--- config.mk ---
export PLATFORM = sky130hd
export DESIGN_NAME = tl_phase_scheduler
export DESIGN_NICKNAME = d
export VERILOG_FILES = /design/src/rtl/tl_pkg.sv /design/src/rtl/tl_phase_timer.sv /design/src/rtl/tl_phase_scheduler.sv
export SDC_FILE = /design/constraint.sdc
export NUM_CORES = 1
export LEC_CHECK = 0
export ABC_AREA = 1
export BUFFER_PORTS_ARGS = -buffer_cell sky130_fd_sc_hd__buf_2
export CAP_MARGIN = 20
export CORE_ASPECT_RATIO = 1.25
export CORE_MARGIN = 4
export CORE_UTILIZATION = 50
export DETAILED_ROUTE_END_ITERATION = 10
export GPL_TIMING_DRIVEN = 0
export HOLD_SLACK_MARGIN = 0.05
export PLACE_DENSITY = 0.7
export SKIP_CTS_REPAIR_TIMING = 1
export SLEW_MARGIN = 20
export SYNTH_ARGS = -nofsm -noshare
export SYNTH_HDL_FRONTEND = slang
export SYNTH_SLANG_ARGS = --single-unit
--- constraint.sdc ---
create_clock -name clk -period 2.9 [get_ports clk]
set_input_delay 0.58 -clock clk [delete_from_list [all_inputs] [get_ports clk]]
set_output_delay 0.58 -clock clk [all_outputs]
set_load 0.02 [all_outputs]
--- src/rtl/tl_pkg.sv ---
// tl_pkg: phase encodings, light codes and light decode shared by the phase scheduler.
package tl_pkg;
   localparam logic [2:0] A_GRN = 3'd0, A_YEL = 3'd1, A_LFT = 3'd2, A_LYEL = 3'd3;
   localparam logic [2:0] B_GRN = 3'd4, B_YEL = 3'd5, B_LFT = 3'd6, B_LYEL = 3'd7;
   localparam logic [1:0] L_GREEN = 2'b00, L_YELLOW = 2'b01, L_LEFT = 2'b10, L_RED = 2'b11;

   // Returns {La, Lb}; bit 2 selects the road that owns the phase, the other road is red.
   function automatic logic [3:0] lights(input logic [2:0] s);
      logic [1:0] l;
      l = (s[1:0] == 2'd0) ? L_GREEN : (s[1:0] == 2'd2) ? L_LEFT : L_YELLOW;
      return s[2] ? {L_RED, l} : {l, L_RED};
   endfunction
endpackage

--- src/rtl/tl_phase_timer.sv ---
// tl_phase_timer: per-phase cycle counter with synchronous clear and saturation.
module tl_phase_timer #(
   parameter int CNT_W = 8
) (
   input  logic             clk,
   input  logic             reset_n,
   input  logic             clr,
   output logic [CNT_W-1:0] cnt
);
   always_ff @(posedge clk or negedge reset_n)
      if (!reset_n) cnt <= '0;
      else if (clr) cnt <= '0;
      else if (cnt != '1) cnt <= cnt + 1'b1;
endmodule

--- src/rtl/tl_phase_scheduler.sv ---
// tl_phase_scheduler: eight-phase two-road intersection sequencer with min/max green,
// fixed yellow/left durations and latched protected-left requests.
module tl_phase_scheduler
   import tl_pkg::*;
#(
   parameter int CNT_W     = 8,
   parameter int GREEN_MIN = 10,
   parameter int GREEN_MAX = 40,
   parameter int YELLOW_T  = 3,
   parameter int LEFT_T    = 6
) (
   input  logic       clk,
   input  logic       reset_n,
   input  logic       Ta,
   input  logic       Tb,
   input  logic       Tal,
   input  logic       Tbl,
   output logic [1:0] La,
   output logic [1:0] Lb,
   output logic [2:0] state,
   output logic       phase_change
);
   localparam logic [CNT_W-1:0] G_MIN = CNT_W'(GREEN_MIN - 1);
   localparam logic [CNT_W-1:0] G_MAX = CNT_W'(GREEN_MAX - 1);
   localparam logic [CNT_W-1:0] Y_END = CNT_W'(YELLOW_T - 1);
   localparam logic [CNT_W-1:0] L_END = CNT_W'(LEFT_T - 1);

   logic [CNT_W-1:0] cnt;
   logic [2:0]       next_state;
   logic             tal_pend, tbl_pend, a_go, b_go, change;

   assign change = next_state != state;

   tl_phase_timer #(.CNT_W(CNT_W)) u_timer (
      .clk     (clk),
      .reset_n (reset_n),
      .clr     (change),
      .cnt     (cnt)
   );

   // A green yields only to real demand, and keeps right of way while Ta holds until max.
   assign a_go = (Tb | tbl_pend | tal_pend) && cnt >= G_MIN && (!Ta || cnt >= G_MAX);
   assign b_go = (Ta | tal_pend | tbl_pend) && cnt >= G_MIN && (!Tb || cnt >= G_MAX);

   always_comb begin
      next_state = state;
      case (state)
         A_GRN:   next_state = a_go ? A_YEL : A_GRN;
         A_YEL:   next_state = (cnt == Y_END) ? (tal_pend ? A_LFT : B_GRN) : A_YEL;
         A_LFT:   next_state = (cnt == L_END) ? A_LYEL : A_LFT;
         A_LYEL:  next_state = (cnt == Y_END) ? B_GRN : A_LYEL;
         B_GRN:   next_state = b_go ? B_YEL : B_GRN;
         B_YEL:   next_state = (cnt == Y_END) ? (tbl_pend ? B_LFT : A_GRN) : B_YEL;
         B_LFT:   next_state = (cnt == L_END) ? B_LYEL : B_LFT;
         default: next_state = (cnt == Y_END) ? A_GRN : B_LYEL;
      endcase
   end

   always_ff @(posedge clk or negedge reset_n)
      if (!reset_n) begin
         state        <= A_GRN;
         tal_pend     <= 1'b0;
         tbl_pend     <= 1'b0;
         La           <= L_GREEN;
         Lb           <= L_RED;
         phase_change <= 1'b0;
      end else begin
         state        <= next_state;
         tal_pend     <= (next_state == A_LFT && state != A_LFT) ? 1'b0 :
                         (Tal && state != A_LFT && state != A_LYEL) ? 1'b1 : tal_pend;
         tbl_pend     <= (next_state == B_LFT && state != B_LFT) ? 1'b0 :
                         (Tbl && state != B_LFT && state != B_LYEL) ? 1'b1 : tbl_pend;
         {La, Lb}     <= lights(next_state);
         phase_change <= change;
      end
endmodule

After elaboration in Yosys (flattened, before gate mapping)
Index checks and enable logic that the tools add are counted.
{"block": "word_totals", "word_cells": 70, "input_bits": 6, "out_inout_bits": 8, "regBits": 18}
{"block": "op_classes", "n_bitwise": 4, "n_reduce_logical": 19, "magnitude_cmp": 2, "mux": 20, "n_addsub": 1, "n_eq_ne": 17}
{"operator": "one-hot mux 3 bit (7 select lines)", "n": 1}
{"operator": "two-way mux 3 bit", "n": 6}
{"operator": "two-way mux 8 bit", "n": 2}
{"operator": "== test 3 bit, second input constant", "n": 4}
{"operator": "logical AND 1 bit", "n": 10}
{"operator": "== test 3 x 2 -> 1 bit, second input constant", "n": 3}
{"operator": "adder 8 x 1 -> 8 bit, second input constant", "n": 1}
{"operator": "== test 8 x 2 -> 1 bit, second input constant", "n": 1}
{"operator": "== test 8 x 3 -> 1 bit, second input constant", "n": 1}
{"operator": ">= comparator 8 x 4 -> 1 bit, second input constant", "n": 1}
{"operator": ">= comparator 8 x 6 -> 1 bit, second input constant", "n": 1}
{"operator": "two-way mux 1 bit", "n": 8}
{"operator": "!= test 8 bit, second input constant", "n": 1}
{"operator": "!= test 3 x 2 -> 1 bit, second input constant", "n": 2}
{"operator": "!= test 3 bit, second input constant", "n": 2}
{"operator": "nonzero test 2 bit", "n": 3}
{"operator": "two-way mux 2 bit", "n": 2}
{"operator": "two-way mux 4 bit", "n": 1}
{"operator": "bitwise OR 1 bit", "n": 4}
{"operator": "== test 3 x 1 -> 1 bit, second input constant", "n": 1}
{"operator": "zero test 3 bit", "n": 1}
{"operator": "!= test 3 bit", "n": 1}
{"operator": "== test 2 bit, second input constant", "n": 1}
{"operator": "zero test 1 bit", "n": 2}
{"operator": "2 further kinds", "n": 3}

Logic depth before layout (Yosys ltp)
Gate-level depths: netlist (run 1).
{"block": "logic_depth", "ltp_word": 10, "ltp_mapped": 14, "ltp_nobuf": 14}

Modules after synthesis
Synthesis (run 1) repeated with hierarchy kept, for this count alone.
{"block": "unflattened", "cells_unflattened": 161, "hier_area_um2": 1146.1}
{"mod": "tl_phase_scheduler", "n_inst": 1, "seq_area_each_um2": 252.7, "area_each_um2": 669.4, "cells_per_inst": 101}
{"mod": "tl_phase_timer", "n_inst": 1, "seq_area_each_um2": 200.2, "area_each_um2": 476.7, "cells_per_inst": 60}

Least setup slack after synthesis (run 1)
Ideal clock, no wire load.
{"block": "synth_timing", "path_kind": "register to register", "start": "reg u_timer.cnt[0]", "end": "reg phase_change", "setup_time_ns": 0.119, "path_stages_with_launch": 13, "path_buffers": 0, "path_slack_ns": 1.407, "synth_period_minus_slack_ns": 1.493, "arrival_ns": 1.374, "t_required_ns": 2.781, "cell_sequence": "dfrtp_1 -> inv_1 -> ha_1 -> inv_1 -> nor2_1 -> nand3_1 -> nand2_1 -> nand2_1 -> inv_2 -> nand2_4 -> nand2_4 -> nand2_4 -> and2_1"}
{"block": "synth_between", "elab_chain_len": 6, "elab_cells_between_ends": 20, "classes_between": "2 x order compare; 3 x eq/ne; 9 x mux; 6 x reduce/logical"}
{"item": "from (decl)", "line_no": "tl_phase_timer.sv:8", "source": "output logic [CNT_W-1:0] cnt"}
{"item": "from (signal assigned)", "line_no": "tl_phase_timer.sv:13", "source": "else if (cnt != '1) cnt <= cnt + 1'b1;"}
{"item": ">= comparator 8 x 4 -> 1 bit / >= comparator 8 x 6 -> 1 bit (equally long branches)", "line_no": "tl_phase_scheduler.sv:42, tl_phase_scheduler.sv:43"}
{"item": "logical AND 1 bit, or another cell as far along", "line_no": "tl_phase_scheduler.sv:43", "source": "assign b_go = (Ta | tal_pend | tbl_pend) && cnt >= G_MIN && (!Tb || cnt >= G_MAX);"}
{"item": "logical AND 1 bit (on tied branches)", "line_no": "tl_phase_scheduler.sv:43, tl_phase_scheduler.sv:42"}
{"item": "two-way mux 1 bit (on tied branches)", "line_no": "tl_phase_scheduler.sv:52, tl_phase_scheduler.sv:48"}
{"item": "one-hot mux 3 bit (7 select lines) *", "line_no": "tl_phase_scheduler.sv:47", "source": "case (state)"}
{"item": "!= test 3 bit *", "line_no": "tl_phase_scheduler.sv:32", "source": "assign change = next_state != state;"}
{"item": "via change", "line_no": "tl_phase_scheduler.sv:30", "source": "logic tal_pend, tbl_pend, a_go, b_go, change;"}
{"item": "to (signal assigned)", "line_no": "tl_phase_scheduler.sv:74", "source": "phase_change <= change;"}
{"item": "to (decl)", "line_no": "tl_phase_scheduler.sv:21", "source": "output logic phase_change"}
Mark *: on every way through the listed nets, which the timed path passes. The rest lies on a longest branch.
A chain may end at the register's enable or synchronous reset.

Final worst setup path (run 1)
Ends and elaborated chain as after synthesis.

==> metrics.yaml, run 1 <==
global_routing:
  overflow: 0
  grt_first_pass_wirelength_mm: 3.68
  grt.met2_usage: 0.284
  met1_usage: 0.182
  busiest_layer: "met2"
  grt_use_total: 0.156
  use_met3: 0.0315
  antenna_found_initial: 0
  grt_start_max_net_pins: 19
  grt_pass1_vias: 889
sta:
  timing.hold.ws_ps: 196
  maxSlewHeadroom: 0.735
  fin_crit_ps: 1670
  setup_tns_ps: 0
  skew_ps: 8.98
  setup_viol: 0
  tightest_slew_ps: 398
  hold_viol_final: 0
  max_freq_ghz: 0.598
  drv_slew: 0
  fin_crit_sh: 0.576
  grt_setup_unrepaired: "false"
yosys:
  synth_top_family_by_area: "simple AND/OR/NAND/NOR gates"
  ys_ff_latch: 18
  yosys-mux-area-fraction: 0
  synthSimpleGateAreaFrac: 0.338
  avgSynthCellArea_um2: 7.60
  yosysUniqueCellTypes: 28
  synth-compound-area-share: 0.109
  synth_cells: 149
  ys_warn_count: 0
  synthXorXnorAreaFrac: 0.0155
  yosysSeqAreaShare: 0.400
  synthesis.area_mm2: 0.00113
  synth_fp_nets: 159
  synth_adder_area_share: 0.0442
layout:
  nets: 177
  final_common_cell: "nand2_1"
  diodes: 0
  final_util: 0.582
  stdcell_count: 197
  final_cell_mix: "nand2_1 (39), inv_1 (19), dfrtp_1 (16), nand3_1 (14), buf_2 (13)"
  area_growth_pct: 12.4
  final_layout_size_suffix_gt1_frac: 0.247
clock_network:
  clockBufferDepth: 2
  cts.clk_slew.worst_paths_ps: 100
  cts_tree: "yes"
  htree_num_levels: 1
  clock_latency_ps: 290
  cts-buffers-inserted: 3
  numClockSinks: 18
  clockRootBuffer: "clkbuf_4"
route:
  viasPerCell: 4.88
  drtIter0Drc: 5
  routed_wl_mm: 2.02
  drt-pass1-iter-count: 2
  route.detailed.drc: 0
  wire_per_inst_um: 10.2
  ant_nets: 0
  vias: 961
run_status:
  outcome: "finished clean"
place:
  portBuffers: 13
  dp_cells: 193
  dp.final_hpwl_mm: 1.57
  gp_congestion: 0.871
power_and_ir_drop:
  leakage_nw: 0.642
  p_seq_frac: 0.362
  combPwrFrac: 0.510
  power.switching_uw: 542
  power_frac_clock: 0.128
  power_density_mw_per_mm2: 921
  sw_frac_of_total: 0.463
  vdd_drop_max_uv: 536
  internal_power_uw: 629
worst_hold_path:
  hp-class: "in2async"
setup_path:
  start_kind: "register"
  path_common_cell: "nand2_4"
  required_ps: 3080
  startpoint: "u_timer.cnt[0]"
  crit_type: "reg2reg"
  r2r-start: "u_timer.cnt[0]"
  cp.arrival_ps: 1850
  reg2reg_depth: 12
  critPathMaxStageDelay_ps: 440
  end_kind: "register"
  cp_cell_sequence: "inv_1 -> ha_1 -> inv_1 -> nor2_1 -> nand3_1 -> nand2_1 -> nand2_1 -> inv_2 -> nand2_4 -> nand2_4 -> nand2_4 -> and2_1"
  crit_fanout: 9
  cpMaxStageDelayCell: "dfrtp_1"
floorplan:
  placementRows: 19
  die_h_um: 61.2
  ios: 14
  core_mm2: 0.00219
  die_w_um: 50.6
  start_util: 0.518
  dieArea_mm2: 0.00309
flow_run:
  cap_violations: 0
==> routing by layer <==
layer / up-vias / routed length (µm)
li1: 506 / -
met1: 436 / 886
met2: 15 / 1030
met3: 4 / 76
met4: 0 / 27
met5: - / 0
==> state kept, by name, summed over array words and instances, names as in the netlist <==
register      flops
u_timer.cnt       8
state             3
La                2
Lb                2
phase_change      1
tal_pend          1
tbl_pend          1
==> worst max-delay path, delay by kind of cell (launching register included) <==
kind,cells,cell delay [ps]
DFF,1,440
adders and majority gates,1,170
buffers and inverters,3,230
and+or+nand+nor,8,730
==> cell usage after synthesis, drive strengths merged <==
master | n | area share
dfrtp | 16 | 0.35
dfstp | 2 | 0.046
nand2 | 46 | 0.19
nor2 | 8 | 0.033
o21ai | 8 | 0.039
o21bai | 1 | 0.0066
o22ai | 1 | 0.0055
xor2 | 2 | 0.015
a21oi | 11 | 0.052
ha | 4 | 0.044
and2 | 2 | 0.013
or2 | 2 | 0.011
nand3 | 15 | 0.077
nor3 | 3 | 0.018
a21boi | 1 | 0.0066
buf | 1 | 0.0066
inv | 26 | 0.086
==> per-stage QoR <==
stage	total power [mW]	setup WS, ps	instance area [µm²]
floorplan	0.890	1410	1130
global route	1.29	1050	1270
finish	1.17	1230	1270
detailed placement	1.03	1250	1240
global placement	1.02	1300	1240
CTS	1.19	1210	1270
==> kinds of logic (layout without fill, tap and decap cells) <==
kind of cell | Yosys count | count (layout)
AOI/OAI and AO/OA | 22 | 22
DFF | 18 | 18
adders and majority gates | 4 | 4
xor gates and xnor gates | 2 | 2
and+or+nand+nor | 76 | 76
buffers and inverters | 27 | 44
==> power groups by stage <==
stage / registers, mW / clock network [mW] / logic (mW)
5_1_grt: 0.438 / 0.168 / 0.688
3_3_place_gp: 0.427 / 0 / 0.594
3_5_place_dp: 0.428 / 0 / 0.606
6_report: 0.424 / 0.150 / 0.597
4_1_cts: 0.424 / 0.159 / 0.608
2_1_floorplan: 0.478 / 0 / 0.413
==> final timing paths <==
path | end | slack [ps]
max in group asynchronous | Lb[0] | 2370
min in group clk | tbl_pend | 550
setup / recovery | phase_change | 1230
hold reg to reg | tbl_pend | 570
hold / removal | tal_pend | 200
setup reg to reg | phase_change | 1230
==> cell type report <==
type | count | area [µm²]
Multi-Input combinational cell | 104 | 574
Fill cell | 213 | 915
Timing Repair Buffer | 13 | 65.1
Inverter | 26 | 97.6
Clock buffer | 4 | 36.3
Sequential cell | 18 | 453
Buffer | 1 | 7.51
Tap cell | 31 | 38.8
Note: power is estimated with default switching activity, not from simulation.
==> run 2, diff against run 1 <==
- clock period: 2.9 -> 1.57 ns (I/O delays scaled with it)
==> run 2 against run 1 <==
Against the previous run: the flow now finishes with violations (negative setup slack); core utilization is 8.8 points higher; maximum frequency increased by 0.99%; non-clock buffer count grew 7; power is 120% higher; largest cell class unchanged; die area unchanged.
==> metrics.yaml, run 2 (synthesis results as in run 1) <==
floorplan:
  core_mm2: 0.00219
  die_h_um: 61.2
  ios: 14
  die_w_um: 50.6
  start_util: 0.518
  dieArea_mm2: 0.00309
  placementRows: 19
setup_path:
  end_kind: "register"
  cp_cell_sequence: "ha_2 -> nand3_2 -> nor3_4 -> buf_4 -> a21oi_1 -> nand2_1 -> xor2_1 -> a21oi_1"
  cp.arrival_ps: 1860
  crit_type: "reg2reg"
  start_kind: "register"
  path_common_cell: "a21oi_1"
  required_ps: 1770
  crit_fanout: 4
  critPathMaxStageDelay_ps: 460
  cpMaxStageDelayCell: "dfrtp_2"
global_routing:
  grt_first_pass_wirelength_mm: 3.68
  grt_pass1_vias: 889
  grt_use_total: 0.156
  grt_start_max_net_pins: 19
  overflow: 0
  antenna_found_initial: 0
sta:
  skew_ps: 10.9
  fin_crit_sh: 1.05
  fin_ws_ps: -85.3
  tightest_slew_ps: 400
  timing.hold.ws_ps: 265
  setup_viol: 12
  maxSlewHeadroom: 0.733
  max_freq_ghz: 0.604
  drv_slew: 0
  hold_viol_final: 0
  grt_setup_unrepaired: "true"
  fin_crit_ps: 1660
flow_run:
  cap_violations: 0
clock_network:
  htree_num_levels: 1
  cts_tree: "yes"
  numClockSinks: 18
  clock_latency_ps: 310
  clockRootBuffer: "clkbuf_4"
  cts-buffers-inserted: 3
  cts.clk_slew.worst_paths_ps: 100
  clockBufferDepth: 2
place:
  dp.final_hpwl_mm: 1.57
  place_ws_ps: -78.1
  dpl_cell_area_mm2: 0.00124
  gp_congestion: 0.871
  portBuffers: 13
layout:
  largest_register_ffs: 8
  final_common_cell: "nand2_1"
  top_register: "u_timer.cnt"
  fin_area_mm2: 0.00147
  final_layout_size_suffix_gt1_frac: 0.429
  top_regs: "u_timer.cnt x8, state x3"
  area_growth_pct: 29.4
  nets: 186
  diodes: 0
  final_cell_mix: "nand2_1 (34), inv_1 (15), buf_2 (13), dfrtp_1 (12), nand3_1 (12)"
run_status:
  outcome: "finished with violations"
  violations: "negative setup slack"
power_and_ir_drop:
  power_density_mw_per_mm2: 1750
  vdd_drop_max_uv: 1050
  leakage_nw: 0.703
route:
  route.detailed.drc: 0
  viasPerCell: 5.00
  wire_per_inst_um: 12.2
  routed_wl_mm: 2.50
  drt-pass1-iter-count: 5
  ant_nets: 0
  drtIter0Drc: 16
  vias: 1030
worst_hold_path:
  hp-class: "in2reg"
==> run 2: cell types whose count changed in the layout (fill, tap and decap cells not counted), sizes merged <==
| cell | previous run | this run |
|---|---|---|
| buf | 14 | 20 |
| dlygate4sd3 | 0 | 1 |
| nand2 | 46 | 47 |
| nand3 | 15 | 16 |
==> run 2: worst max-delay path: cells and delay by family, from the launching register on <==
family | cells | cell delay, ps
and+or+nand+nor | 3 | 440
xor gates and xnor gates | 1 | 150
adders and majority gates | 1 | 230
buffers and inverters | 1 | 150
DFF | 1 | 460
AOI/OAI and AO/OA | 2 | 120
==> run 2: stage by stage <==
stage               utilization  instances  power, mW  TNS (ps)
global route              0.670        206       2.77     -1530
detailed placement        0.565        193       1.91      -348
floorplan                     -        149       1.64         0
global placement          0.565        193       1.89     -47.2
finish                    0.670        206       2.56      -540
CTS                       0.582        197       2.20      -798
==> run 2: power by group <==
group | internal [mW] | leakage (nW) | total [mW] | switching (mW)
logic | 0.562 | 0.467 | 1.46 | 0.895
registers | 0.635 | 0.215 | 0.818 | 0.183
clock network | 0.142 | 0.0210 | 0.287 | 0.145
==> run 2: layout make-up <==
type                            count  area (µm²)
Inverter                           26         103
Fill cell                         188         722
Sequential cell                    18         458
Buffer                              1        7.51
Multi-Input combinational cell    106         702
Clock buffer                        4        36.3
Timing Repair Buffer               20         120
Tap cell                           31        38.8
==> run 2: worst paths after layout <==
| path | end | start | depth (start not counted) | slack, ps |
|---|---|---|---|---|
| setup / recovery | u_timer.cnt[4] | u_timer.cnt[0] | 8 | -90 |
| hold / removal | tbl_pend | Tbl | 3 | 270 |
| setup reg to reg | u_timer.cnt[4] | u_timer.cnt[0] | 8 | -90 |
| hold reg to reg | tbl_pend | tbl_pend | 2 | 570 |
| max in group asynchronous | Lb[0] | reset_n | 2 | 780 |
| min in group asynchronous | tal_pend | reset_n | 2 | 450 |
==> run 2: layer usage <==
layer,vias to the layer above,global-route usage,wire length [µm]
met5,-,0,0
met4,0,0.0577,44
met3,5,0.0315,75
met2,14,0.284,1310
met1,486,0.182,1080
li1,525,-,-
==> run 3, diff against run 2 <==
- clock period: 1.57 -> 2.02 ns (I/O delays scaled with it)
==> run 3 against run 2 <==
Against the previous run: the flow now finishes without violations; global-route usage unchanged; clock power fell by 25%; power down 34%; maximum frequency down 0.94%; wire length fell by 19%; highest routed layer unchanged; via count fell by 6.2%; sequential power shrank 26%; critical endpoint is now phase_change; sequential share of layout area is 4.1 points higher; critical path depth grew 4; final cell count decreased by 3.9%.
==> metrics.yaml, run 3 (synthesis results as in run 1) <==
run_status:
  outcome: "finished clean"
route:
  drtIter0Drc: 8
  routed_wl_mm: 2.03
  viasPerCell: 4.88
  ant_nets: 0
  wire_per_inst_um: 10.2
  vias: 966
  route.detailed.drc: 0
  drt-pass1-iter-count: 4
layout:
  top_regs: "u_timer.cnt x8, state x3"
  fill_cells: 212
  stdcell_count: 198
  nets: 178
  largest_register_ffs: 8
  diodes: 0
  final_common_cell: "nand2_1"
  top_register: "u_timer.cnt"
  area_growth_pct: 13.3
  final_cell_mix: "nand2_1 (39), inv_1 (19), dfrtp_1 (16), nand3_1 (14), buf_2 (13)"
  final_layout_size_suffix_gt1_frac: 0.246
setup_path:
  path_buf_inv: 3
  reg2reg_depth: 12
  critical-path-top-delay-family: "simple AND/OR/NAND/NOR gates"
  critPathMaxStageDelay_ps: 440
  end_kind: "register"
  required_ps: 2200
  crit_cells: 12
  path_common_cell: "nand2_4"
  r2r_slack_ps: 350
  crit_end: "phase_change"
  crit_type: "reg2reg"
  startpoint: "u_timer.cnt[0]"
  r2r-start: "u_timer.cnt[0]"
  cp_cell_sequence: "inv_1 -> ha_1 -> inv_1 -> nor2_1 -> nand3_1 -> nand2_1 -> nand2_1 -> inv_2 -> nand2_4 -> nand2_4 -> nand2_4 -> and2_1"
  cp.arrival_ps: 1850
  start_kind: "register"
  cpMaxStageDelayCell: "dfrtp_1"
  r2r-end: "phase_change"
  crit_fanout: 9
place:
  dp.final_hpwl_mm: 1.57
  dp_cells: 193
  portBuffers: 13
  gp_congestion: 0.871
power_and_ir_drop:
  p_seq_frac: 0.362
  power_mw: 1.68
  combPwrFrac: 0.510
  power_frac_clock: 0.128
  internal_power_uw: 905
  vdd_drop_max_uv: 770
  power_density_mw_per_mm2: 1310
  power.switching_uw: 778
  sw_frac_of_total: 0.462
  leakage_nw: 0.646
sta:
  fin_crit_sh: 0.827
  setup_viol: 0
  max_freq_ghz: 0.598
  tightest_slew_ps: 398
  drv_slew: 0
  maxSlewHeadroom: 0.734
  fin_crit_ps: 1670
  setup_tns_ps: 0
  grt_setup_unrepaired: "false"
  hold_viol_final: 0
  skew_ps: 8.50
global_routing:
  grt_start_max_net_pins: 19
  antenna_found_initial: 0
  grt_use_total: 0.156
  grt_pass1_vias: 889
  overflow: 0
  grt_first_pass_wirelength_mm: 3.68
clock_network:
  clockRootBuffer: "clkbuf_4"
  cts_tree: "yes"
  cts.clk_slew.worst_paths_ps: 100
  cts-buffers-inserted: 3
  numClockSinks: 18
  clock_latency_ps: 290
  clockBufferDepth: 2
  htree_num_levels: 1
floorplan:
  start_util: 0.518
  die_w_um: 50.6
  ios: 14
  core_mm2: 0.00219
  dieArea_mm2: 0.00309
  die_h_um: 61.2
  placementRows: 19
flow_run:
  cap_violations: 0
worst_hold_path:
  hp-class: "in2reg"
==> run 3: worst min-delay path by stage <==
stage,start,endpoint,depth (start not counted)
after floorplan,reset_n,La[0],0
after global placement,reset_n,tal_pend,1
after detailed placement,reset_n,tal_pend,1
after CTS,reset_n,tal_pend,1
after global routing,Tbl,tbl_pend,3
final,Tbl,tbl_pend,3
==> run 3: area by class of cell <==
type	count	area [µm²]	area share
Tap cell	31	38.8	0.0302
Clock buffer	4	36.3	0.0283
Sequential cell	18	453	0.353
Timing Repair Buffer	14	75.1	0.0585
Buffer	1	7.51	0.00585
Multi-Input combinational cell	104	574	0.448
Inverter	26	97.6	0.0761
==> run 3: metrics by stage <==
step	setup WS, ps	util	hold slack [ps]	instance area, µm²
6_report	349	0.586	371	1280
5_1_grt	173	0.586	386	1280
4_1_cts	331	0.582	18.8	1270
3_5_place_dp	372	0.565	355	1240
3_3_place_gp	416	0.565	352	1240
2_1_floorplan	527	-	108	1130
==> run 3: worst reg2reg max path: cells and delay by family (launching register included) <==
| family | cells | cell delay [ps] |
|---|---|---|
| adder cells (fa/ha/maj) | 1 | 170 |
| buffers and inverters | 3 | 230 |
| AND/OR/NAND/NOR | 8 | 730 |
| flip-flops | 1 | 440 |
==> run 3: metal layers <==
layer	wire [µm]	up-vias	share of wire	GRT usage
met2	1030	15	0.51	0.284
met3	71	4	0.035	0.0315
met4	27	0	0.013	0.0577
met1	900	439	0.44	0.182
met5	0	-	0	0
li1	-	508	-	-
==> run 3: power by group through the flow <==
stage	registers [mW]	logic, mW	clock network (mW)
global placement	0.613	0.853	0
detailed placement	0.615	0.870	0
finish	0.609	0.859	0.215
CTS	0.609	0.874	0.228
floorplan	0.686	0.592	0
global route	0.629	0.990	0.241
